--- src/rtl/redux_pkg.sv ---
// Shared types and encodings for the Redux-V multi-cycle control unit.
package redux_pkg;

  localparam logic [3:0] OpBrzr  = 4'h0;
  localparam logic [3:0] OpJi    = 4'h1;
  localparam logic [3:0] OpLd    = 4'h2;
  localparam logic [3:0] OpSt    = 4'h3;
  localparam logic [3:0] OpAluLo = 4'h4;
  localparam logic [3:0] OpAluHi = 4'hA;
  localparam logic [3:0] OpLi    = 4'hB;
  localparam logic [3:0] OpHalt  = 4'hF;

  typedef enum logic [2:0] {StFetch, StDecode, StExec, StMem, StWb, StHalt} state_e;

  typedef enum logic [2:0] {
    ClsBrzr, ClsJi, ClsLd, ClsSt, ClsAlu, ClsLi, ClsNop, ClsHalt
  } op_class_e;

  localparam logic [2:0] AluAdd = 3'd0;
  localparam logic [2:0] AluSub = 3'd1;
  localparam logic [2:0] AluAnd = 3'd2;
  localparam logic [2:0] AluOr  = 3'd3;
  localparam logic [2:0] AluNot = 3'd4;
  localparam logic [2:0] AluShl = 3'd5;
  localparam logic [2:0] AluShr = 3'd6;

  localparam logic [1:0] WselAlu = 2'b00;
  localparam logic [1:0] WselMem = 2'b01;
  localparam logic [1:0] WselImm = 2'b10;

endpackage

--- src/rtl/redux_ctrl_if.sv ---
// Control-unit bus: instruction fetch, register-file and data-memory control signals.
interface redux_ctrl_if #(
  parameter int unsigned PC_W = 8
);
  logic [7:0]      imem_data;
  logic [7:0]      reg_a_val;
  logic [7:0]      reg_b_val;
  logic [PC_W-1:0] pc;
  logic [1:0]      reg_a;
  logic [1:0]      reg_b;
  logic [1:0]      write_addr;
  logic            write_enable;
  logic [1:0]      write_sel;
  logic [2:0]      alu_op;
  logic            mem_read;
  logic            mem_write;
  logic            halted;

  modport master (
    input  imem_data, reg_a_val, reg_b_val,
    output pc, reg_a, reg_b, write_addr, write_enable, write_sel, alu_op,
           mem_read, mem_write, halted
  );

  modport slave (
    output imem_data, reg_a_val, reg_b_val,
    input  pc, reg_a, reg_b, write_addr, write_enable, write_sel, alu_op,
           mem_read, mem_write, halted
  );
endinterface

--- src/rtl/redux_decode.sv ---
// Combinational opcode decode: instruction class, ALU function and writeback source.
module redux_decode
  import redux_pkg::*;
(
  input  logic [3:0] opcode,
  output op_class_e  op_class,
  output logic [2:0] alu_op,
  output logic [1:0] write_sel
);

  always_comb begin
    op_class  = ClsNop;
    alu_op    = AluAdd;
    write_sel = WselAlu;
    if (opcode >= OpAluLo && opcode <= OpAluHi) begin
      op_class = ClsAlu;
      // opcode - 4 taken modulo 8 equals the low three bits minus 4
      alu_op   = opcode[2:0] - 3'd4;
    end else begin
      case (opcode)
        OpBrzr: op_class = ClsBrzr;
        OpJi:   op_class = ClsJi;
        OpLd: begin
          op_class  = ClsLd;
          write_sel = WselMem;
        end
        OpSt:   op_class = ClsSt;
        OpLi: begin
          op_class  = ClsLi;
          write_sel = WselImm;
        end
        OpHalt: op_class = ClsHalt;
        default: op_class = ClsNop;
      endcase
    end
  end

endmodule

--- src/rtl/redux_ctrl.sv ---
// Redux-V multi-cycle control FSM with PC and IR.
// Optional single-step gating of FETCH under REDUX_CTRL_SINGLE_STEP_EN.
module redux_ctrl
  import redux_pkg::*;
#(
  parameter int unsigned PC_W = 8
) (
  input logic          clk,
  input logic          rst,
`ifdef REDUX_CTRL_SINGLE_STEP_EN
  input logic          step,
`endif
  redux_ctrl_if.master bus
);

  state_e          state_q, state_d;
  logic [7:0]      ir_q;
  logic [PC_W-1:0] pc_q, pc_d;
  logic [PC_W-1:0] ji_off;
  logic            we_q, mr_q, mw_q, halted_q;
  op_class_e       op_class;
  logic [2:0]      alu_op;
  logic [1:0]      write_sel;

  redux_decode u_decode (
    .opcode    (ir_q[7:4]),
    .op_class  (op_class),
    .alu_op    (alu_op),
    .write_sel (write_sel)
  );

  assign ji_off = {{(PC_W-4){ir_q[3]}}, ir_q[3:0]};

  always_comb begin
    state_d = state_q;
    pc_d    = pc_q;
    case (state_q)
      StFetch: begin
`ifdef REDUX_CTRL_SINGLE_STEP_EN
        if (step) begin
`else
        begin
`endif
          state_d = StDecode;
          pc_d    = pc_q + PC_W'(1);
        end
      end
      StDecode: begin
        case (op_class)
          ClsLd, ClsSt: state_d = StMem;
          ClsNop:       state_d = StFetch;
          ClsHalt:      state_d = StHalt;
          default:      state_d = StExec;
        endcase
      end
      StExec: begin
        case (op_class)
          ClsBrzr: begin
            if (bus.reg_a_val == 8'd0) pc_d = PC_W'(bus.reg_b_val);
            state_d = StFetch;
          end
          ClsJi: begin
            // offset applies to the pc already advanced by FETCH
            pc_d    = pc_q + ji_off;
            state_d = StFetch;
          end
          default: state_d = StWb;
        endcase
      end
      StMem:   state_d = (op_class == ClsLd) ? StWb : StFetch;
      StWb:    state_d = StFetch;
      StHalt:  state_d = StHalt;
      default: state_d = StFetch;
    endcase
  end

  // Strobes are registered from the next state so they track state exactly
  // and clear asynchronously with rst.
  always_ff @(posedge clk or posedge rst) begin
    if (rst) begin
      state_q  <= StFetch;
      pc_q     <= '0;
      ir_q     <= '0;
      we_q     <= 1'b0;
      mr_q     <= 1'b0;
      mw_q     <= 1'b0;
      halted_q <= 1'b0;
    end else begin
      state_q  <= state_d;
      pc_q     <= pc_d;
      if (state_q == StFetch && state_d == StDecode) ir_q <= bus.imem_data;
      we_q     <= (state_d == StWb);
      mr_q     <= (state_d == StMem) && (op_class == ClsLd);
      mw_q     <= (state_d == StMem) && (op_class == ClsSt);
      halted_q <= (state_d == StHalt);
    end
  end

  assign bus.pc           = pc_q;
  assign bus.reg_a        = ir_q[3:2];
  assign bus.reg_b        = ir_q[1:0];
  assign bus.write_addr   = ir_q[3:2];
  assign bus.write_enable = we_q;
  assign bus.write_sel    = write_sel;
  assign bus.alu_op       = alu_op;
  assign bus.mem_read     = mr_q;
  assign bus.mem_write    = mw_q;
  assign bus.halted       = halted_q;

endmodule

--- src/flat_wrapper.sv ---
// flat-port wrapper written by rule: the top's interface ports become plain ports
module redux_ctrl_flat import redux_pkg::*;
#(
  parameter int unsigned PC_W = 8
)
  (clk, rst, bus_imem_data, bus_reg_a_val, bus_reg_b_val, bus_pc, bus_reg_a, bus_reg_b, bus_write_addr, bus_write_enable, bus_write_sel, bus_alu_op, bus_mem_read, bus_mem_write, bus_halted);
  redux_ctrl_if #(.PC_W(PC_W)) bus_i ();
  input logic clk;
  input logic rst;
  input wire logic [$bits(bus_i.imem_data)-1:0] bus_imem_data;
  input wire logic [$bits(bus_i.reg_a_val)-1:0] bus_reg_a_val;
  input wire logic [$bits(bus_i.reg_b_val)-1:0] bus_reg_b_val;
  output wire logic [$bits(bus_i.pc)-1:0] bus_pc;
  output wire logic [$bits(bus_i.reg_a)-1:0] bus_reg_a;
  output wire logic [$bits(bus_i.reg_b)-1:0] bus_reg_b;
  output wire logic [$bits(bus_i.write_addr)-1:0] bus_write_addr;
  output wire logic [$bits(bus_i.write_enable)-1:0] bus_write_enable;
  output wire logic [$bits(bus_i.write_sel)-1:0] bus_write_sel;
  output wire logic [$bits(bus_i.alu_op)-1:0] bus_alu_op;
  output wire logic [$bits(bus_i.mem_read)-1:0] bus_mem_read;
  output wire logic [$bits(bus_i.mem_write)-1:0] bus_mem_write;
  output wire logic [$bits(bus_i.halted)-1:0] bus_halted;
  assign bus_i.imem_data = bus_imem_data;
  assign bus_i.reg_a_val = bus_reg_a_val;
  assign bus_i.reg_b_val = bus_reg_b_val;
  assign bus_pc = bus_i.pc;
  assign bus_reg_a = bus_i.reg_a;
  assign bus_reg_b = bus_i.reg_b;
  assign bus_write_addr = bus_i.write_addr;
  assign bus_write_enable = bus_i.write_enable;
  assign bus_write_sel = bus_i.write_sel;
  assign bus_alu_op = bus_i.alu_op;
  assign bus_mem_read = bus_i.mem_read;
  assign bus_mem_write = bus_i.mem_write;
  assign bus_halted = bus_i.halted;
  redux_ctrl #(.PC_W(PC_W)) u_core (.clk(clk), .rst(rst), .bus(bus_i));
endmodule
--- config.mk ---
export PLATFORM = sky130hd
export DESIGN_NAME = redux_ctrl_flat
export DESIGN_NICKNAME = d
export VERILOG_FILES = /design/src/rtl/redux_pkg.sv /design/src/rtl/redux_ctrl_if.sv /design/src/rtl/redux_decode.sv /design/src/rtl/redux_ctrl.sv /design/src/flat_wrapper.sv
export SDC_FILE = /design/constraint.sdc
export NUM_CORES = 1
export LEC_CHECK = 0
export CAP_MARGIN = 20
export CORE_UTILIZATION = 43
export DETAILED_ROUTE_END_ITERATION = 10
export PLACE_DENSITY = 0.74
export SYNTH_ARGS = -nofsm -noshare
export SYNTH_HDL_FRONTEND = slang
export SYNTH_HIERARCHICAL = 1
export SYNTH_SLANG_ARGS = --single-unit
--- constraint.sdc ---
create_clock -name clk -period 2.3 [get_ports clk]
set_input_delay 0.575 -clock clk [delete_from_list [all_inputs] [get_ports clk]]
set_output_delay 0.575 -clock clk [all_outputs]
set_load 0.01 [all_outputs]
==> metrics.yaml <==
relSlewSlack_pct: 73.4
synthesis.instances: 196
max_freq_ghz: 0.451
worstHoldStart: "u_core/ir_q[0]$_DFFE_PP0P_"
detailedRoute.firstIterationViolations: 73
flow.area_growth_from_synthesis_pct: 33.9
grt_busiest_layer: "met2"
ctsHtreeMaxLevel: 1
outcome: "finished clean"
hold_class: "reg -> reg"
grt_util_met3_pct: 5.18
r2r_setup_slack_ns: 0.13
drv_slew: 0
via_count_of_the_first_global_routing_pass: 1404
timing.critical_path.to_type: "output port"
cts_root_buf: "sky130_fd_sc_hd__clkbuf_8"
fin_setup_tns_ns: 0
max-vdd-ir-drop_uv: 751
gpl.final_weighted_congestion: 0.928
cap_viol_max_count: 0
timing.clock.skew_ns: 0.00623
p_leak_nw: 0.967
clkSlewWorstSetupHoldPaths_ns: 0.08
worst_hold_path.num_cells: 2
grt_setup_unrepaired: "false"
number_of_cells_upsized_or_downsized_after_cts: 0
clk-insertion-delay-late_ns: 0.27
tightest_slew_ns: 0.398
setup.worst_path.start_class: "flop"
post_cts_buffers: 0
placement.setup.worst_slack_ns: 0.0880
postSynthNetCount: 231
hold_viol_final: 0
drt_wl_total_um: 3960
synthesis.area_per_instance_um2: 8.48
route.detailed.drc: 0
rr_worst_depth: 8
place_hpwl_um: 2960
worstPathMaxFanout: 8
cts_made_buffers: 3
floorplan.rows: 22
critical_path.max_stage_delay_ns: 0.52
period_minus_slack_ns: 2.22
layout_common_cells: "sky130_fd_sc_hd__clkdlybuf4s50_1, sky130_fd_sc_hd__nand2_1, sky130_fd_sc_hd__dfrtp_1"
worst_hold_path.endpoint: "u_core/ir_q[0]$_DFFE_PP0P_"
synth.yosys.warnings: 6
worst_slack_ns: 0.0819
first_pass_iters: 4
grt_antenna_before_repair: 0
postLayoutCellArea_um2: 2230
critical_path_data_required_time_ns: 1.73
edff_count_synth: 0
setup_viol: 0
async_reset_ff_share_pct: 100
fp.coreArea_um2: 3690
globalRouteOverflowTotal: 0
cts.hold.buffers_added: 0
initial_utilization_pct: 45.1
critical_path_at_ns: 1.64
floorplan.die.height_um: 64.2
r2r_start: "u_core/bus.pc[0]$_DFFE_PP0P_"
via_count_of_the_routed_design: 1608
path_class: "reg -> out"
wire_length_of_the_first_global_routing_pass_um: 6540
routed_wire_length_per_instance_um: 13.7
mappedNetlistArea_um2: 1660
total_power_divided_by_cell_area_nw_per_um2: 1400
synthFlopType: "sky130_fd_sc_hd__dfrtp_1"
numPortBuffers: 48
clock_sink_count: 23
area_enclosed_by_the_die_boundary_um2: 4120
timing.final.crit_share_pct: 96.4
post_synthesis_register_bit_count: 23
boundaryPins: 49
synth_cell_type_count: 55
n_antenna_cell: 0
clock_tree_from_tritoncts: "yes"
mostFrequentLayoutCell: "sky130_fd_sc_hd__clkdlybuf4s50_1"
critPathSlowestCell: "sky130_fd_sc_hd__clkdlybuf4s50_1"
layout_cells_sized_above_1_pct: 9.09
design.final.nets: 278
place_area_um2: 2170
synth.yosys.seq_area_share_pct: 34.6
r2r_end: "u_core/bus.pc[6]$_DFFE_PP0P_"
post_drt_via_cell_ratio: 5.54
global_route_usage_over_all_layers_pct: 20.2
clock_tree.buffer_depth: 2
grtUsageMet1_pct: 26.3
die_w_um: 64.2
grt_start_max_net_pins: 24
path_cells: "nor2b_1, o21a_1, clkdlybuf4s50_1"
gr-usage-met2_pct: 34.0
drtAntennaViolNets: 0
-- worst max-delay path: cells and delay by family (launching register included) --
kind            cells  cell delay (ns)
buf+inv             1             0.52
compound gates      1             0.16
simple gates        1             0.23
flops               1             0.46
-- per-stage QoR --
stage	power [mW]	util, %	hold slack (ns)	cells
after global routing	3.39	60.3	0.564	290
after CTS	3.10	60.2	0.517	290
final	3.11	60.3	0.512	290
after floorplan	2.19	-	0.473	196
after global placement	2.80	59.0	0.490	286
after detailed placement	2.83	59.0	0.496	286
-- logic make-up (layout without fill, tap and decap cells) --
logic type / count (synthesis) / count (layout) / share of synthesized area, %
buf+inv: 21 / 67 / 7.00
simple gates: 86 / 86 / 26.6
flops: 23 / 23 / 34.6
xor+xnor: 2 / 2 / 1.05
compound gates: 51 / 51 / 20.9
mux: 4 / 4 / 2.56
fa+ha+maj: 9 / 9 / 7.22
-- cell usage after synthesis, drive strengths merged (2+ instances only) --
master | instances | area share, %
a211oi | 4 | 2.1
a21o | 2 | 0.90
a21oi | 5 | 1.5
a221o | 2 | 1.2
a31oi | 5 | 1.9
buf | 11 | 4.7
clkbuf | 2 | 0.45
dfrtp | 23 | 35
ha | 8 | 6.0
inv | 8 | 1.8
mux2 | 2 | 1.4
mux2i | 2 | 1.2
nand2 | 40 | 9.0
nand2b | 2 | 0.75
nand3 | 5 | 1.5
nand3b | 2 | 0.90
nor2 | 13 | 2.9
nor2b | 3 | 1.1
nor3 | 3 | 1.2
nor3b | 4 | 2.8
nor4 | 4 | 1.5
o211ai | 2 | 0.90
o21a | 4 | 1.8
o21ai | 17 | 5.3
or2 | 2 | 0.90
or3b | 2 | 1.1
-- state kept, by name, indices dropped and copies added (netlist names) --
register and flops:
u_core/bus.pc 8, u_core/ir_q 8, u_core/bus.halted 1, u_core/bus.mem_write 1, u_core/state_q 3, u_core/bus.mem_read 1
u_core/bus.write_enable 1
-- area by class of cell --
| class | instances | area, um2 |
|---|---|---|
| fillers | 360 | 1460 |
| clock buffers | 3 | 41.3 |
| well taps | 48 | 60.1 |
| inverters | 8 | 30.0 |
| repair buffers | 55 | 536 |
| clock inverters | 1 | 5.00 |
| multi-input cells | 152 | 976 |
| flip-flops and latches | 23 | 578 |
-- power by group --
group | leakage, nW | switching, mW | internal, mW
clock | 0.0255 | 0.136 | 0.121
sequential | 0.284 | 0.252 | 0.582
combinational | 0.658 | 1.04 | 0.984
total | 0.967 | 1.43 | 1.69
-- how the worst max path moves through the flow --
stage                                    start                           end  cells past startpoint
global placement              bus_reg_a_val[5]  u_core/bus.pc[6]$_DFFE_PP0P_                      7
floorplan           u_core/ir_q[6]$_DFFE_PP0P_  u_core/bus.pc[3]$_DFFE_PP0P_                      6
CTS                 u_core/ir_q[7]$_DFFE_PP0P_              bus_write_sel[0]                      3
finish              u_core/ir_q[7]$_DFFE_PP0P_                 bus_alu_op[1]                      3
detailed placement            bus_reg_a_val[1]  u_core/bus.pc[6]$_DFFE_PP0P_                      7
global route        u_core/ir_q[6]$_DFFE_PP0P_  u_core/bus.pc[2]$_DFFE_PP0P_                      8
-- layer usage --
layer / vias up / part of all wire [%]
met4: 0 / 0.35
met2: 44 / 48
met3: 4 / 5.1
met1: 765 / 47
li1: 795 / -
met5: - / 0
Note: power is estimated with default switching activity, not from simulation.
